===== config.mk =====
export PLATFORM = sky130hd
export DESIGN_NAME = core_boot_loader
export DESIGN_NICKNAME = d
export VERILOG_FILES = /design/src/rtl/core_pkg.sv /design/src/rtl/boot_checksum.sv /design/src/rtl/core_boot_loader.sv
export SDC_FILE = /design/constraint.sdc
export NUM_CORES = 1
export LEC_CHECK = 0
export CAP_MARGIN = 40
export CORE_ASPECT_RATIO = 1.75
export CORE_MARGIN = 3
export CORE_UTILIZATION = 47
export DETAILED_ROUTE_END_ITERATION = 10
export GPL_TIMING_DRIVEN = 1
export PLACE_DENSITY = 0.8
export SLEW_MARGIN = 40
export SYNTH_ARGS = -nofsm -noshare
export SYNTH_HDL_FRONTEND = slang
export SYNTH_SLANG_ARGS = --single-unit

===== constraint.sdc =====
create_clock -name clk -period 2.7 [get_ports clk]
set_input_delay 0.54 -clock clk [delete_from_list [all_inputs] [get_ports clk]]
set_output_delay 0.54 -clock clk [all_outputs]
set_load 0.05 [all_outputs]

===== src/rtl/core_pkg.sv =====
`default_nettype none
// ============================================================================
//  Package     : core_pkg
//  Description : Shared types for the core boot loader: the boot FSM state
//                enumeration and the load-stream beat kind encodings.
//  Revision    : 1.0 - initial release
// ============================================================================
package core_pkg;

    typedef enum logic [2:0] {
        IDLE    = 3'd0,
        LOAD    = 3'd1,
        RELEASE = 3'd2,
        RUN     = 3'd3,
        ERROR   = 3'd4
    } boot_state_t;

    localparam logic KIND_INSTR = 1'b0;
    localparam logic KIND_REG   = 1'b1;

endpackage : core_pkg
`default_nettype wire


===== src/rtl/boot_checksum.sv =====
`default_nettype none
// ============================================================================
//  Module      : boot_checksum
//  Description : Running modulo-2^XLEN sum of the instruction words loaded in
//                the current boot. Only built when BOOT_CHECKSUM_EN is defined.
//  Ports       : clk, rst_n      - clock, asynchronous active-low reset
//                i_clear         - restart the sum at zero (new boot)
//                i_add_en        - add i_add_data this cycle
//                i_add_data      - word to accumulate
//                o_sum_next      - sum including the word presented this cycle
//  Macro       : BOOT_CHECKSUM_EN
//  Revision    : 1.0 - initial release
// ============================================================================
`ifdef BOOT_CHECKSUM_EN
module boot_checksum #(
    parameter int XLEN = 32
) (
    input  logic            clk,
    input  logic            rst_n,
    input  logic            i_clear,
    input  logic            i_add_en,
    input  logic [XLEN-1:0] i_add_data,
    output logic [XLEN-1:0] o_sum_next
);

    logic [XLEN-1:0] r_sum;

    // Look-ahead value so the last beat's own word is part of the comparison
    assign o_sum_next = i_add_en ? (r_sum + i_add_data) : r_sum;

    always_ff @(posedge clk or negedge rst_n) begin
        if (!rst_n) begin
            r_sum <= '0;
        end else if (i_clear) begin
            r_sum <= '0;
        end else begin
            r_sum <= o_sum_next;
        end
    end

endmodule : boot_checksum
`endif
`default_nettype wire


===== src/rtl/core_boot_loader.sv =====
`default_nettype none
// ============================================================================
//  Module      : core_boot_loader
//  Description : Accepts a valid/ready stream of instruction words and
//                register preloads, writes them into instruction memory and
//                the register file while holding the core in setup, then
//                releases the core at the latched start PC.
//  Ports       : clk, rst_n                 - clock, async active-low reset
//                i_start, i_start_addr      - boot request and base address
//                i_in_*, o_in_ready         - load stream handshake/payload
//                o_inst_mem_*               - instruction memory write port
//                o_load_reg_*               - register file preload port
//                o_setup                    - core held in setup while high
//                o_pc_instr_start_addr      - start PC for the core
//                o_done, o_error            - sticky boot status
//                o_word_count               - instruction words written
//                i_expected_sum             - (BOOT_CHECKSUM_EN only)
//  Macro       : BOOT_CHECKSUM_EN - adds checksum verification of the image
//  Revision    : 1.0 - initial release
// ============================================================================
module core_boot_loader
    import core_pkg::*;
#(
    parameter int XLEN       = 32,
    parameter int IMEM_DEPTH = 64,
    parameter int ADDR_STEP  = 4
) (
    input  logic                          clk,
    input  logic                          rst_n,
    input  logic                          i_start,
    input  logic [XLEN-1:0]               i_start_addr,
    input  logic                          i_in_valid,
    output logic                          o_in_ready,
    input  logic [XLEN-1:0]               i_in_data,
    input  logic                          i_in_kind,
    input  logic [4:0]                    i_in_reg_addr,
    input  logic                          i_in_last,
`ifdef BOOT_CHECKSUM_EN
    input  logic [XLEN-1:0]               i_expected_sum,
`endif
    output logic [XLEN-1:0]               o_inst_mem_addr,
    output logic [XLEN-1:0]               o_inst_mem_data,
    output logic                          o_inst_mem_we,
    output logic [4:0]                    o_load_reg_addr,
    output logic [XLEN-1:0]               o_load_reg_data,
    output logic                          o_load_reg_we,
    output logic                          o_setup,
    output logic [XLEN-1:0]               o_pc_instr_start_addr,
    output logic                          o_done,
    output logic                          o_error,
    output logic [$clog2(IMEM_DEPTH):0]   o_word_count
);

    localparam int CW = $clog2(IMEM_DEPTH) + 1;

    boot_state_t     r_state;
    boot_state_t     w_state_next;
    logic [XLEN-1:0] r_start_addr;
    logic [XLEN-1:0] r_wr_ptr;      // address of the next instruction word
    logic [CW-1:0]   r_count;

    logic w_accept;
    logic w_instr_beat;
    logic w_full;
    logic w_mem_write;
    logic w_reg_write;
    logic w_start;
    logic w_sum_ok;

    assign w_accept     = i_in_valid && (r_state == LOAD);
    assign w_instr_beat = w_accept && (i_in_kind == KIND_INSTR);
    assign w_full       = (r_count == CW'(IMEM_DEPTH));
    assign w_mem_write  = w_instr_beat && !w_full;
    // Register 0 is hard-wired in the core, so its preload is swallowed
    assign w_reg_write  = w_accept && (i_in_kind == KIND_REG) && (i_in_reg_addr != 5'd0);
    assign w_start      = (w_state_next == LOAD) && (r_state != LOAD);

`ifdef BOOT_CHECKSUM_EN
    logic [XLEN-1:0] w_sum_next;

    boot_checksum #(
        .XLEN       (XLEN)
    ) u_boot_checksum (
        .clk        (clk),
        .rst_n      (rst_n),
        .i_clear    (w_start),
        .i_add_en   (w_mem_write),
        .i_add_data (i_in_data),
        .o_sum_next (w_sum_next)
    );

    assign w_sum_ok = (w_sum_next == i_expected_sum);
`else
    assign w_sum_ok = 1'b1;
`endif

    always_ff @(posedge clk or negedge rst_n) begin
        if (!rst_n) begin
            r_state <= IDLE;
        end else begin
            r_state <= w_state_next;
        end
    end

    always_comb begin
        w_state_next = r_state;
        o_in_ready   = 1'b0;
        o_setup      = 1'b0;
        o_done       = 1'b0;
        o_error      = 1'b0;
        case (r_state)
            IDLE: begin
                if (i_start) w_state_next = LOAD;
            end
            LOAD: begin
                o_in_ready = 1'b1;
                o_setup    = 1'b1;
                // Overflow wins over end-of-stream: the excess word is dropped
                if (w_instr_beat && w_full) begin
                    w_state_next = ERROR;
                end else if (w_accept && i_in_last) begin
                    w_state_next = w_sum_ok ? RELEASE : ERROR;
                end
            end
            RELEASE: begin
                o_setup      = 1'b1;
                w_state_next = RUN;
            end
            RUN: begin
                o_done = 1'b1;
                if (i_start) w_state_next = LOAD;
            end
            ERROR: begin
                o_setup = 1'b1;
                o_error = 1'b1;
                if (i_start) w_state_next = LOAD;
            end
            default: begin
                w_state_next = IDLE;
            end
        endcase
    end

    always_ff @(posedge clk or negedge rst_n) begin
        if (!rst_n) begin
            r_start_addr    <= '0;
            r_wr_ptr        <= '0;
            r_count         <= '0;
            o_inst_mem_addr <= '0;
            o_inst_mem_data <= '0;
            o_inst_mem_we   <= 1'b0;
            o_load_reg_addr <= '0;
            o_load_reg_data <= '0;
            o_load_reg_we   <= 1'b0;
        end else begin
            o_inst_mem_we <= 1'b0;
            o_load_reg_we <= 1'b0;
            if (w_start) begin
                r_start_addr <= i_start_addr;
                r_wr_ptr     <= i_start_addr;
                r_count      <= '0;
            end
            if (w_mem_write) begin
                o_inst_mem_we   <= 1'b1;
                o_inst_mem_addr <= r_wr_ptr;
                o_inst_mem_data <= i_in_data;
                r_wr_ptr        <= r_wr_ptr + XLEN'(ADDR_STEP);  // wraps mod 2^XLEN
                r_count         <= r_count + CW'(1);
            end
            if (w_reg_write) begin
                o_load_reg_we   <= 1'b1;
                o_load_reg_addr <= i_in_reg_addr;
                o_load_reg_data <= i_in_data;
            end
        end
    end

    assign o_pc_instr_start_addr = r_start_addr;
    assign o_word_count          = r_count;

endmodule : core_boot_loader
`default_nettype wire


==> run_results.csv, run 1 <==
group,metric,value,unit
run_status,run_status,"finished clean",
global_routing,top_usage_layer,"met2",
worst_setup_path,criticalPathCategory,"register to output pin",
pwr,power_switching_share,0.4881,
final_layout,layout_commonest_cell,"sky130_fd_sc_hd__nand2_1",
pwr,p_leak,4.938,nW
cts,clk_latency,420,ps
worst_setup_path,worst-path-max-fanout,8,
synth,synth_seq_cells,177,
timing,post-route-worst-setup-slack,96.70,ps
worst_setup_path,cp_data_arrival_time,2060,ps
flow_run,max-cap-violations,0,
cts,numCtsBuffers,17,
cts,cts_htree_levels,4,
die,die_h,171.7,um
timing,timing_worst_slew_pin_value,731.1,ps
die,floorplan.initialDensity,0.4793,
global_routing,grt_antenna_before_repair,0,
worst_hold_path,worst_hold_path_type,"primary input to asynchronous set/reset pin",
synth,synth-async-reset-ratio,1.000,
cts,sinks_on_the_clock_net,177,
die,placement_rows,60,
pwr,vdd.ir_drop.worst,775.2,uV
pwr,cell_internal_pwr,7.647,mW
global_routing,global_route.usage.total,0.2382,
final_layout,final_cell_mix,"sky130_fd_sc_hd__nand2_1 (420), sky130_fd_sc_hd__clkdlybuf4s50_1 (216), sky130_fd_sc_hd__dfrtp_1 (177), sky130_fd_sc_hd__o21ai_0 (30), sky130_fd_sc_hd__nor2_1 (20)",
worst_setup_path,timing.reg2reg.setup_slack,300,ps
synth,synth_enable_flop_cells,0,
global_routing,grtUsageMet1,0.2892,
route,detailedRoute.firstPassIterationCount,4,
cts,max_root_sink_buffers,2,
timing,finalWorstPathRequiredPeriod,2603,ps
final_layout,fillCellCount,1245,
synth,syn-instance-count,817,
synth,cell_area_after_synthesis,7377,sq um
global_routing,overflow,0,
synth,avgSynthCellArea,9.029,sq um
worst_setup_path,r2r_cells,10,
timing,endpoints_failing_hold,0,
route,antenna_violating_nets_post_route,0,
route,detail_route.vias_per_cell,5.271,
pwr,power.net_switching,7.291,mW
synth,yosysWarningCount,0,
timing,fin_setup_tns,0,ps
pwr,share_clk_of_total_power,0.157,
synth,postSynthNetCount,895,
pwr,p_per_area,1436,nW/um^2
cts,cts-root-buf,"sky130_fd_sc_hd__clkbuf_16",
timing,slew_headroom,0.5121,
worst_setup_path,worst_ep_required_time,2160,ps
synth,netlist-cell-type-count,59,
synth,seq_area_frac_synth,0.6004,
cts,cts-hold-fix-buffers,0,
worst_setup_path,worstSetupStartpointType,"register",
global_routing,use_met2,0.4155,
timing,clock-skew-final,11.09,ps
final_layout,antennaDiodeCount,0,
synth,netlist.area_leader.share,0.6004,
worst_setup_path,r2r_end,"r_wr_ptr[23]",
timing,post-route-period-util,0.9642,
final_layout,final_core_util,0.6758,
final_layout,multi_input_area,2753,sq um
route,routed_wl,20.22,mm
final_layout,nets,1113,
pwr,power.combinational.fraction,0.529,
synth,synth_top_area_cell,"sky130_fd_sc_hd__dfrtp_1",
route,first_iter_violations,212,
final_layout,seq_area,4429,sq um
worst_setup_path,critical_path.reg2reg.startpoint,"o_word_count[1]",
cts,clock_tree_from_tritoncts,"yes",
cts,clk_transition_reported_paths,70,ps
route,routed-via-count,6499,
die,die_area,17290,sq um
placement,detailedPlacementHpwl,14.27,mm
synth,synth.area.top_cells,"sky130_fd_sc_hd__dfrtp_1 (60%), sky130_fd_sc_hd__nand2_1 (21%), sky130_fd_sc_hd__o21ai_0 (2.0%)",
timing,grt_setup_unrepaired,"no",
timing,final-setup-viol-count,0,
final_layout,area_growth,40.98,%
die,core,15390,sq um
route,drc,0,
timing,achievable-frequency,0.3841,GHz
placement,gp_routability_congestion,0.8297,
global_routing,globalRouteMet3Util,0.03206,
global_routing,global_route_wire_length_before_repair,32.59,mm
final_layout,proportion_of_layout_cells_with_a_drive_suffix_above_1,0.06208,
die,die_width,100.7,um
global_routing,grt_start_max_net_pins,83,
pwr,sequential_share_of_power,0.314,
die,design.portCount,221,
global_routing,via_count_of_the_first_global_routing_pass,6479,
synth,synth_flop_cell,"sky130_fd_sc_hd__dfrtp_1",
cts,post-cts-setup-buffers,0,
worst_setup_path,worstSetupEndpointType,"output pin",
timing,final-max-slew-violation-count,0,
placement,dp_slack,-35.98,ps
placement,port-buffer-count,220,
route,post_drt_wl_per_cell,16.40,um
worst max-delay path, stage by stage (launching register included):
cell,delay [ps]
sky130_fd_sc_hd__dfrtp_1,460
sky130_fd_sc_hd__and3b_1,340
sky130_fd_sc_hd__clkdlybuf4s50_1,850
logic make-up after synthesis:
family / after synthesis / share of synthesized area
AOI/OAI and AO/OA: 86 / 0.08006
xor gates and xnor gates: 1 / 0.001187
adders and majority gates: 3 / 0.005089
buffers and inverters: 49 / 0.03070
DFF: 177 / 0.6004
and+or+nand+nor: 501 / 0.2826
registers in the layout, indices dropped and copies added, names as in the netlist:
register / cells
o_inst_mem_addr: 32
o_inst_mem_data: 32
o_inst_mem_we: 1
o_load_reg_addr: 5
o_load_reg_data: 32
o_load_reg_we: 1
o_pc_instr_start_addr: 32
o_word_count: 7
r_state: 3
r_wr_ptr: 32
area by class of cell:
| type | count | share of cell area |
|---|---|---|
| flip-flops and latches | 177 | 0.4259 |
| multi-input cells | 591 | 0.2647 |
| repair buffers | 239 | 0.2305 |
| clock buffers | 20 | 0.04295 |
| well taps | 186 | 0.02238 |
| clock inverters | 11 | 0.01023 |
| inverters | 9 | 0.003369 |
repair_timing:
action | 4_1_cts | 5_1_grt
setup endpoints to repair | 1 | 4
hold endpoints to repair | 0 | 0
gates cloned | 0 | 0
gates resized for setup | 1 | 2
synth_stat cells, types with 2 or more instances:
master / instances
sky130_fd_sc_hd__a21oi_1: 8
sky130_fd_sc_hd__a31oi_1: 4
sky130_fd_sc_hd__a41oi_1: 2
sky130_fd_sc_hd__and2_1: 3
sky130_fd_sc_hd__and3_1: 3
sky130_fd_sc_hd__buf_1: 5
sky130_fd_sc_hd__buf_2: 11
sky130_fd_sc_hd__buf_6: 3
sky130_fd_sc_hd__clkbuf_1: 19
sky130_fd_sc_hd__dfrtp_1: 177
sky130_fd_sc_hd__ha_1: 3
sky130_fd_sc_hd__inv_1: 8
sky130_fd_sc_hd__nand2_1: 420
sky130_fd_sc_hd__nand2b_1: 3
sky130_fd_sc_hd__nand3_1: 17
sky130_fd_sc_hd__nand3_4: 2
sky130_fd_sc_hd__nand4_1: 10
sky130_fd_sc_hd__nor2_1: 21
sky130_fd_sc_hd__nor3_1: 5
sky130_fd_sc_hd__nor4_4: 2
sky130_fd_sc_hd__o211a_1: 2
sky130_fd_sc_hd__o211ai_1: 12
sky130_fd_sc_hd__o21a_1: 2
sky130_fd_sc_hd__o21ai_0: 30
sky130_fd_sc_hd__o311ai_0: 2
sky130_fd_sc_hd__o311ai_1: 7
sky130_fd_sc_hd__or3_1: 2
sky130_fd_sc_hd__or4_1: 3
how the worst max path moves through the flow:
stage                           end  cells past startpoint             from  slack, ps
floorplan              r_wr_ptr[28]                      9  o_word_count[0]        460
global placement    o_word_count[4]                      8        i_in_kind        -50
detailed placement  o_word_count[4]                      8        i_in_kind        -40
CTS                 o_word_count[4]                     10  o_word_count[1]         30
global route                 o_done                      2       r_state[2]         10
finish                       o_done                      2       r_state[2]        100
through the flow:
step                      std cells  cell area, sq um  power, mW  hold slack (ps)
after floorplan                 817              7377      9.770            244.4
after global placement         1202              9838      12.49            452.0
after detailed placement       1202              9841      12.66            453.3
after CTS                      1233             10390      15.04            47.19
after global routing           1233             10400      15.74            57.52
final                          1233             10400      14.94            28.98
per-layer routing:
metal	share of wire	vias up
met5	0	-
met4	0.035	0
met3	0.047	38
met2	0.53	217
met1	0.39	3148
li1	-	3096
power groups by stage:
stage | Sequential, mW | Combinational, mW | Clock [mW]
after floorplan | 7.93 | 1.84 | 0
after global placement | 4.69 | 7.81 | 0
after detailed placement | 4.71 | 7.94 | 0
after CTS | 4.69 | 7.97 | 2.39
after global routing | 4.85 | 8.39 | 2.51
final | 4.69 | 7.90 | 2.35
(Power assumes the default switching activity.)
==> run 2: changes to the inputs <==
--- a/config.mk
+++ b/config.mk
@@ -5,13 +5,17 @@
 export SDC_FILE = /design/constraint.sdc
 export NUM_CORES = 1
 export LEC_CHECK = 0
+export ABC_AREA = 1
 export CAP_MARGIN = 40
+export CELL_PAD_IN_SITES_DETAIL_PLACEMENT = 0
+export CELL_PAD_IN_SITES_GLOBAL_PLACEMENT = 2
 export CORE_ASPECT_RATIO = 1.75
 export CORE_MARGIN = 3
-export CORE_UTILIZATION = 47
+export CORE_UTILIZATION = 27
 export DETAILED_ROUTE_END_ITERATION = 10
 export GPL_TIMING_DRIVEN = 1
-export PLACE_DENSITY = 0.8
+export PLACE_DENSITY_LB_ADDON = 0.1
+export SETUP_SLACK_MARGIN = 0.4
 export SLEW_MARGIN = 40
 export SYNTH_ARGS = -nofsm -noshare
 export SYNTH_HDL_FRONTEND = slang
==> run_results.csv, run 2 <==
group,metric,value,unit
timing,achievable-frequency,0.4505,GHz
synth,avgSynthCellArea,7.926,sq um
final_layout,layout_commonest_cell,"sky130_fd_sc_hd__nand2_1",
pwr,p_per_area,1415,nW/um^2
worst_hold_path,worst_hold_path_type,"primary input to asynchronous set/reset pin",
route,drc,0,
worst_setup_path,timing.critical_path.max_delay_family,"buffers and inverters",
final_layout,fillCellCount,3034,
cts,clock_tree_from_tritoncts,"yes",
worst_setup_path,critical_path.reg2reg.startpoint,"o_word_count[0]",
timing,finalWorstPathRequiredPeriod,2220,ps
timing,grt_setup_unrepaired,"yes",
final_layout,final_core_util,0.3890,
die,die_area,31650,sq um
global_routing,global_route_wire_length_before_repair,39.83,mm
cts,cts_htree_levels,4,
timing,post-route-worst-setup-slack,480.1,ps
final_layout,proportion_of_layout_cells_with_a_drive_suffix_above_1,0.06006,
global_routing,grt_antenna_before_repair,0,
route,first_iter_violations,342,
die,core,28830,sq um
die,die_width,135.8,um
timing,slew_headroom,0.6094,
final_layout,antennaDiodeCount,0,
worst_setup_path,timing.critical_path.to,"o_word_count[0]",
cts,numCtsBuffers,17,
die,die_h,233.1,um
final_layout,final_cell_mix,"sky130_fd_sc_hd__nand2_1 (447), sky130_fd_sc_hd__clkdlybuf4s50_1 (213), sky130_fd_sc_hd__dfrtp_1 (177), sky130_fd_sc_hd__inv_1 (76), sky130_fd_sc_hd__nor2_1 (68)",
cts,clk_latency,440,ps
synth,seq_area_frac_synth,0.5566,
synth,cell_area_after_synthesis,7958,sq um
worst_setup_path,crit_path_start,"o_word_count[0]",
cts,cts-hold-fix-buffers,0,
worst_setup_path,timing.reg2reg.setup_slack,530,ps
global_routing,via_count_of_the_first_global_routing_pass,6926,
route,post_drt_wl_per_cell,15.95,um
route,routed_wl,25.68,mm
final_layout,instances_no_fill,1610,
synth,synth_top_area_cell,"sky130_fd_sc_hd__dfrtp_1",
placement,port-buffer-count,220,
worst_setup_path,r2r_end,"r_wr_ptr[8]",
cts,post-cts-setup-buffers,0,
placement,detailedPlacementHpwl,19.06,mm
route,routed-via-count,6946,
worst_setup_path,worst_ep_required_time,2160,ps
pwr,power.total,15.86,mW
worst_setup_path,critPathMaxStageDelay,830,ps
worst_setup_path,cp_data_arrival_time,1680,ps
flow_run,max-cap-violations,0,
worst_setup_path,worstSetupEndpointType,"output pin",
synth,synth_common_cells,"sky130_fd_sc_hd__nand2_1 (447), sky130_fd_sc_hd__dfrtp_1 (177), sky130_fd_sc_hd__inv_1 (77), sky130_fd_sc_hd__nor2_1 (68), sky130_fd_sc_hd__o21ai_0 (57)",
synth,syn-instance-count,1004,
die,design.portCount,221,
placement,gp_routability_congestion,0.7805,
global_routing,grt_start_max_net_pins,87,
cts,max_root_sink_buffers,2,
route,antenna_violating_nets_post_route,0,
timing,timing_worst_slew_pin_value,584.1,ps
final_layout,nets,1297,
placement,dp_slack,130.7,ps
timing,final-max-slew-violation-count,0,
synth,synth.area.top_cells,"sky130_fd_sc_hd__dfrtp_1 (56%), sky130_fd_sc_hd__nand2_1 (21%), sky130_fd_sc_hd__inv_1 (3.6%)",
worst_setup_path,worstSetupStartpointType,"register",
timing,final-setup-viol-count,0,
cts,sinks_on_the_clock_net,177,
die,floorplan.initialDensity,0.2760,
global_routing,global_route.usage.total,0.1648,
timing,fin_setup_tns,0,ps
worst_setup_path,criticalPathCategory,"register to output pin",
timing,clock-skew-final,7.598,ps
synth,netlist-cell-type-count,30,
cts,clk_transition_reported_paths,70,ps
timing,post-route-period-util,0.8222,
synth,synth_seq_cells,177,
final_layout,area_growth,40.93,%
synth,synth_most_common_cell,"sky130_fd_sc_hd__nand2_1",
synth,postSynthNetCount,1082,
worst_setup_path,r2r_cells,12,
die,placement_rows,82,
run_status,run_status,"finished clean",
synth,synth-async-reset-ratio,1.000,
pwr,p_leak,5.347,nW
global_routing,overflow,0,
timing,endpoints_failing_hold,0,
cts,cts-root-buf,"sky130_fd_sc_hd__clkbuf_16",
placement,placedCellCount,1578,
pwr,vdd.ir_drop.worst,503.6,uV
route,detail_route.vias_per_cell,4.314,
worst_setup_path,critPathBufInv,1,
synth,synth_enable_flop_cells,0,
worst_setup_path,cpMaxStageDelayCell,"sky130_fd_sc_hd__clkdlybuf4s50_1",
worst_setup_path,worstPathCellList,"clkdlybuf4s50_1",
route,detailedRoute.firstPassIterationCount,4,
worst_setup_path,worst-path-max-fanout,4,
worst_setup_path,cp.depth,1,
synth,yosysWarningCount,0,
synth,synth_flop_cell,"sky130_fd_sc_hd__dfrtp_1",
synth,netlist.area_leader.share,0.5566,
==> run 2: changes by cell type in the layout (fill, tap and decap cells not counted), moves of 12 or more <==
cell,delta
sky130_fd_sc_hd__o21ai_1,+43
sky130_fd_sc_hd__o211ai_1,-12
sky130_fd_sc_hd__inv_1,+68
sky130_fd_sc_hd__nand2_1,+27
sky130_fd_sc_hd__o21ai_0,+27
sky130_fd_sc_hd__nor2_1,+48
sky130_fd_sc_hd__nand3_1,+24
==> run 2: area by class of cell <==
class | instances | area [sq um] | share of cell area
Multi-Input combinational cell | 701 | 2982 | 0.2659
Clock buffer | 21 | 470.5 | 0.04195
Clock inverter | 11 | 126.4 | 0.01127
Timing Repair Buffer | 236 | 2405 | 0.2144
Inverter | 86 | 329.1 | 0.02934
Tap cell | 378 | 473.0 | 0.04217
Sequential cell | 177 | 4429 | 0.3950
==> run 2: timing repair <==
item,4_1_cts,5_1_grt
setup endpoints to repair,17,28
pin swaps,0,0
hold endpoints to repair,0,0
resized for setup,6,6
==> run 2: worst min path at each step <==
stage	to	slack, ps	start
final	o_inst_mem_data[9]	40	rst_n
after global routing	o_inst_mem_data[9]	50	rst_n
after CTS	o_inst_mem_data[9]	40	rst_n
after detailed placement	o_inst_mem_addr[8]	460	o_inst_mem_addr[8]
after global placement	o_inst_mem_addr[8]	450	o_inst_mem_addr[8]
after floorplan	o_inst_mem_addr[0]	240	rst_n
==> run 2: layer usage <==
metal	GRT usage	up-vias	wire [um]
met3	0.02500	24	1107
met1	0.2027	3182	11130
li1	-	3557	-
met4	0.05958	0	446
met2	0.2905	183	13000
met5	0	-	0
==> run 2: metrics by stage <==
| step | hold slack [ps] | area [sq um] |
|---|---|---|
| floorplan | 244.4 | 7958 |
| global placement | 453.0 | 10620 |
| detailed placement | 458.1 | 10620 |
| CTS | 44.48 | 11210 |
| global route | 50.91 | 11210 |
| finish | 36.66 | 11210 |
==> run 2: kinds of logic after synthesis <==
kind of cell,Yosys count,synth area share
buf+inv,126,0.06934
flops,177,0.5566
mux,1,0.001258
simple gates,583,0.2947
fa+ha+maj,3,0.004717
compound gates,112,0.07123
xor+xnor,2,0.002202
==> run 2: power breakdown <==
part	switching, mW	internal, mW	total (mW)	leakage [nW]
sequential	0.865	3.87	4.73	2.22
clock	1.10	1.44	2.54	0.294
combinational	5.91	2.68	8.59	2.84
==> run 3: changes to the inputs <==
==> constraint.sdc (replaced) <==
create_clock -name clk -period 2.2 [get_ports clk]
set_input_delay 0.44 -clock clk [delete_from_list [all_inputs] [get_ports clk]]
set_output_delay 0.44 -clock clk [all_outputs]
set_load 0.05 [all_outputs]
==> run_results.csv, run 3 (synthesis results as in run 2) <==
group,metric,value,unit
run_status,run_status,"finished clean",
timing,achievable-frequency,0.5326,GHz
final_layout,layout_commonest_cell,"sky130_fd_sc_hd__nand2_1",
global_routing,global_route_wire_length_before_repair,42.03,mm
cts,clk_latency,450,ps
worst_setup_path,critPathMaxStageDelay,470,ps
timing,timing_worst_slew_pin_value,533.3,ps
worst_setup_path,worstSetupStartpointType,"register",
timing,clock-skew-final,10.57,ps
worst_setup_path,worst_ep_required_time,2520,ps
route,detail_route.vias_per_cell,4.417,
final_layout,area_growth,53.54,%
pwr,p_per_area,1691,nW/um^2
cts,numCtsBuffers,17,
global_routing,global_route.usage.total,0.1745,
pwr,p_leak,6.031,nW
timing,finalWorstPathRequiredPeriod,1877,ps
die,die_width,135.8,um
worst_setup_path,cpMaxStageDelayCell,"sky130_fd_sc_hd__dfrtp_2",
route,antenna_violating_nets_post_route,0,
die,die_h,233.1,um
route,routed_wl,29.06,mm
worst_setup_path,worst-path-max-fanout,14,
die,floorplan.initialDensity,0.2760,
route,routed-via-count,7377,
route,detailedRoute.firstPassIterationCount,5,
cts,cts_htree_levels,4,
timing,post-route-period-util,0.8534,
global_routing,overflow,0,
final_layout,proportion_of_layout_cells_with_a_drive_suffix_above_1,0.2601,
die,core,28830,sq um
cts,cts-root-buf,"sky130_fd_sc_hd__clkbuf_16",
pwr,vdd.ir_drop.worst,841.7,uV
worst_hold_path,worstHoldStart,"o_inst_mem_addr[14]",
die,placement_rows,82,
route,first_iter_violations,397,
global_routing,grt_start_max_net_pins,56,
timing,slew_headroom,0.6459,
worst_setup_path,timing.critical_path.mode_cell,"sky130_fd_sc_hd__nor2_4",
global_routing,grt_antenna_before_repair,0,
final_layout,seq_area,4446,sq um
timing,final-setup-viol-count,0,
cts,sinks_on_the_clock_net,177,
die,design.portCount,221,
worst_setup_path,worstPathCellList,"nor2_4 > buf_6 > nand4_4 > nor2_4 > clkinv_4 > buf_12 > nand2_1 > nand3_1 > nand2_2 > o21ai_1",
worst_setup_path,critical_path.reg2reg.startpoint,"r_state[1]",
placement,detailedPlacementHpwl,20.03,mm
worst_setup_path,criticalPathCategory,"register to register",
flow_run,max-cap-violations,0,
timing,grt_setup_unrepaired,"yes",
worst_setup_path,crit_path_start,"r_state[1]",
final_layout,multi_input_area,3378,sq um
timing,endpoints_failing_hold,0,
cts,max_root_sink_buffers,2,
cts,clk_transition_reported_paths,70,ps
placement,placedCellCount,1602,
final_layout,final_cell_mix,"sky130_fd_sc_hd__nand2_1 (403), sky130_fd_sc_hd__dfrtp_1 (164), sky130_fd_sc_hd__clkdlybuf4s50_1 (73), sky130_fd_sc_hd__inv_1 (72), sky130_fd_sc_hd__clkbuf_2 (56)",
cts,clock_tree_from_tritoncts,"yes",
worst_setup_path,worstSetupEndpointType,"register",
worst_hold_path,worst_hold_path_type,"register to register",
final_layout,nets,1357,
timing,final-max-slew-violation-count,0,
die,die_area,31650,sq um
worst_setup_path,cp_data_arrival_time,2200,ps
final_layout,instances_no_fill,1670,
pwr,power.total,20.66,mW
route,post_drt_wl_per_cell,17.40,um
final_layout,fillCellCount,3021,
global_routing,via_count_of_the_first_global_routing_pass,7287,
route,drc,0,
final_layout,antennaDiodeCount,0,
placement,port-buffer-count,220,
placement,gp_routability_congestion,0.7851,
## run 3: final timing paths
kind	cells after the start	slack (ps)	endpoint
min in group asynchronous	2	510	o_load_reg_data[9]
min reg2reg	2	470	o_inst_mem_addr[14]
max in group asynchronous	3	1060	r_wr_ptr[14]
max reg2reg	10	320	r_wr_ptr[19]
min	2	470	o_inst_mem_addr[14]
max	10	320	r_wr_ptr[19]
## run 3: layer usage
metal,up-vias,global-route usage,share of wire
li1,3688,-,-
met1,3474,0.2115,0.41
met2,189,0.3036,0.52
met3,26,0.04181,0.054
met4,0,0.05580,0.023
met5,-,0,0
## run 3: final cells by class
cell class,count,share of cell area
sequential,177,0.3638
multi-input combinational,701,0.2765
timing repair buffer,296,0.2460
tap,378,0.03871
clock buffer,18,0.03513
inverter,86,0.02919
clock inverter,14,0.01065
## run 3: worst max-delay path, delay by kind of cell, from the launching register on
kind	cells	cell delay [ps]
AO/OA/AOI/OAI	1	50
flip-flops	1	470
AND/OR/NAND/NOR	6	770
buffers and inverters	3	470
## run 3: metrics by stage
| step | hold slack [ps] | setup TNS (ps) | cell area [sq um] | util | setup WS, ps |
|---|---|---|---|---|---|
| 5_1_grt | 495.8 | 0 | 12220 | 0.4238 | 246.2 |
| 4_1_cts | 470.3 | 0 | 11660 | 0.4043 | 233.6 |
| 3_5_place_dp | 418.5 | -5065 | 10910 | 0.3783 | -185.9 |
| 3_3_place_gp | 413.6 | -5662 | 10910 | 0.3783 | -174.6 |
| 6_report | 473.3 | 0 | 12220 | 0.4238 | 322.5 |
| 2_1_floorplan | 144.4 | 0 | 8023 | - | 361.7 |
## run 3: report_power, final
part | switching [mW] | leakage [nW] | internal [mW]
Combinational | 8.07 | 3.57 | 3.73
Clock | 1.41 | 0.265 | 1.57
Sequential | 1.11 | 2.20 | 4.77
Total | 10.6 | 6.03 | 10.1
## run 3: what timing repair did
action,in CTS,in global routing
hold endpoints to repair,33,0
endpoints found under the setup margin,270,217
hold buffers,1,0
cloned,1,12
gates resized for setup,270,228
pin swaps,4,36
buffers inserted,9,13
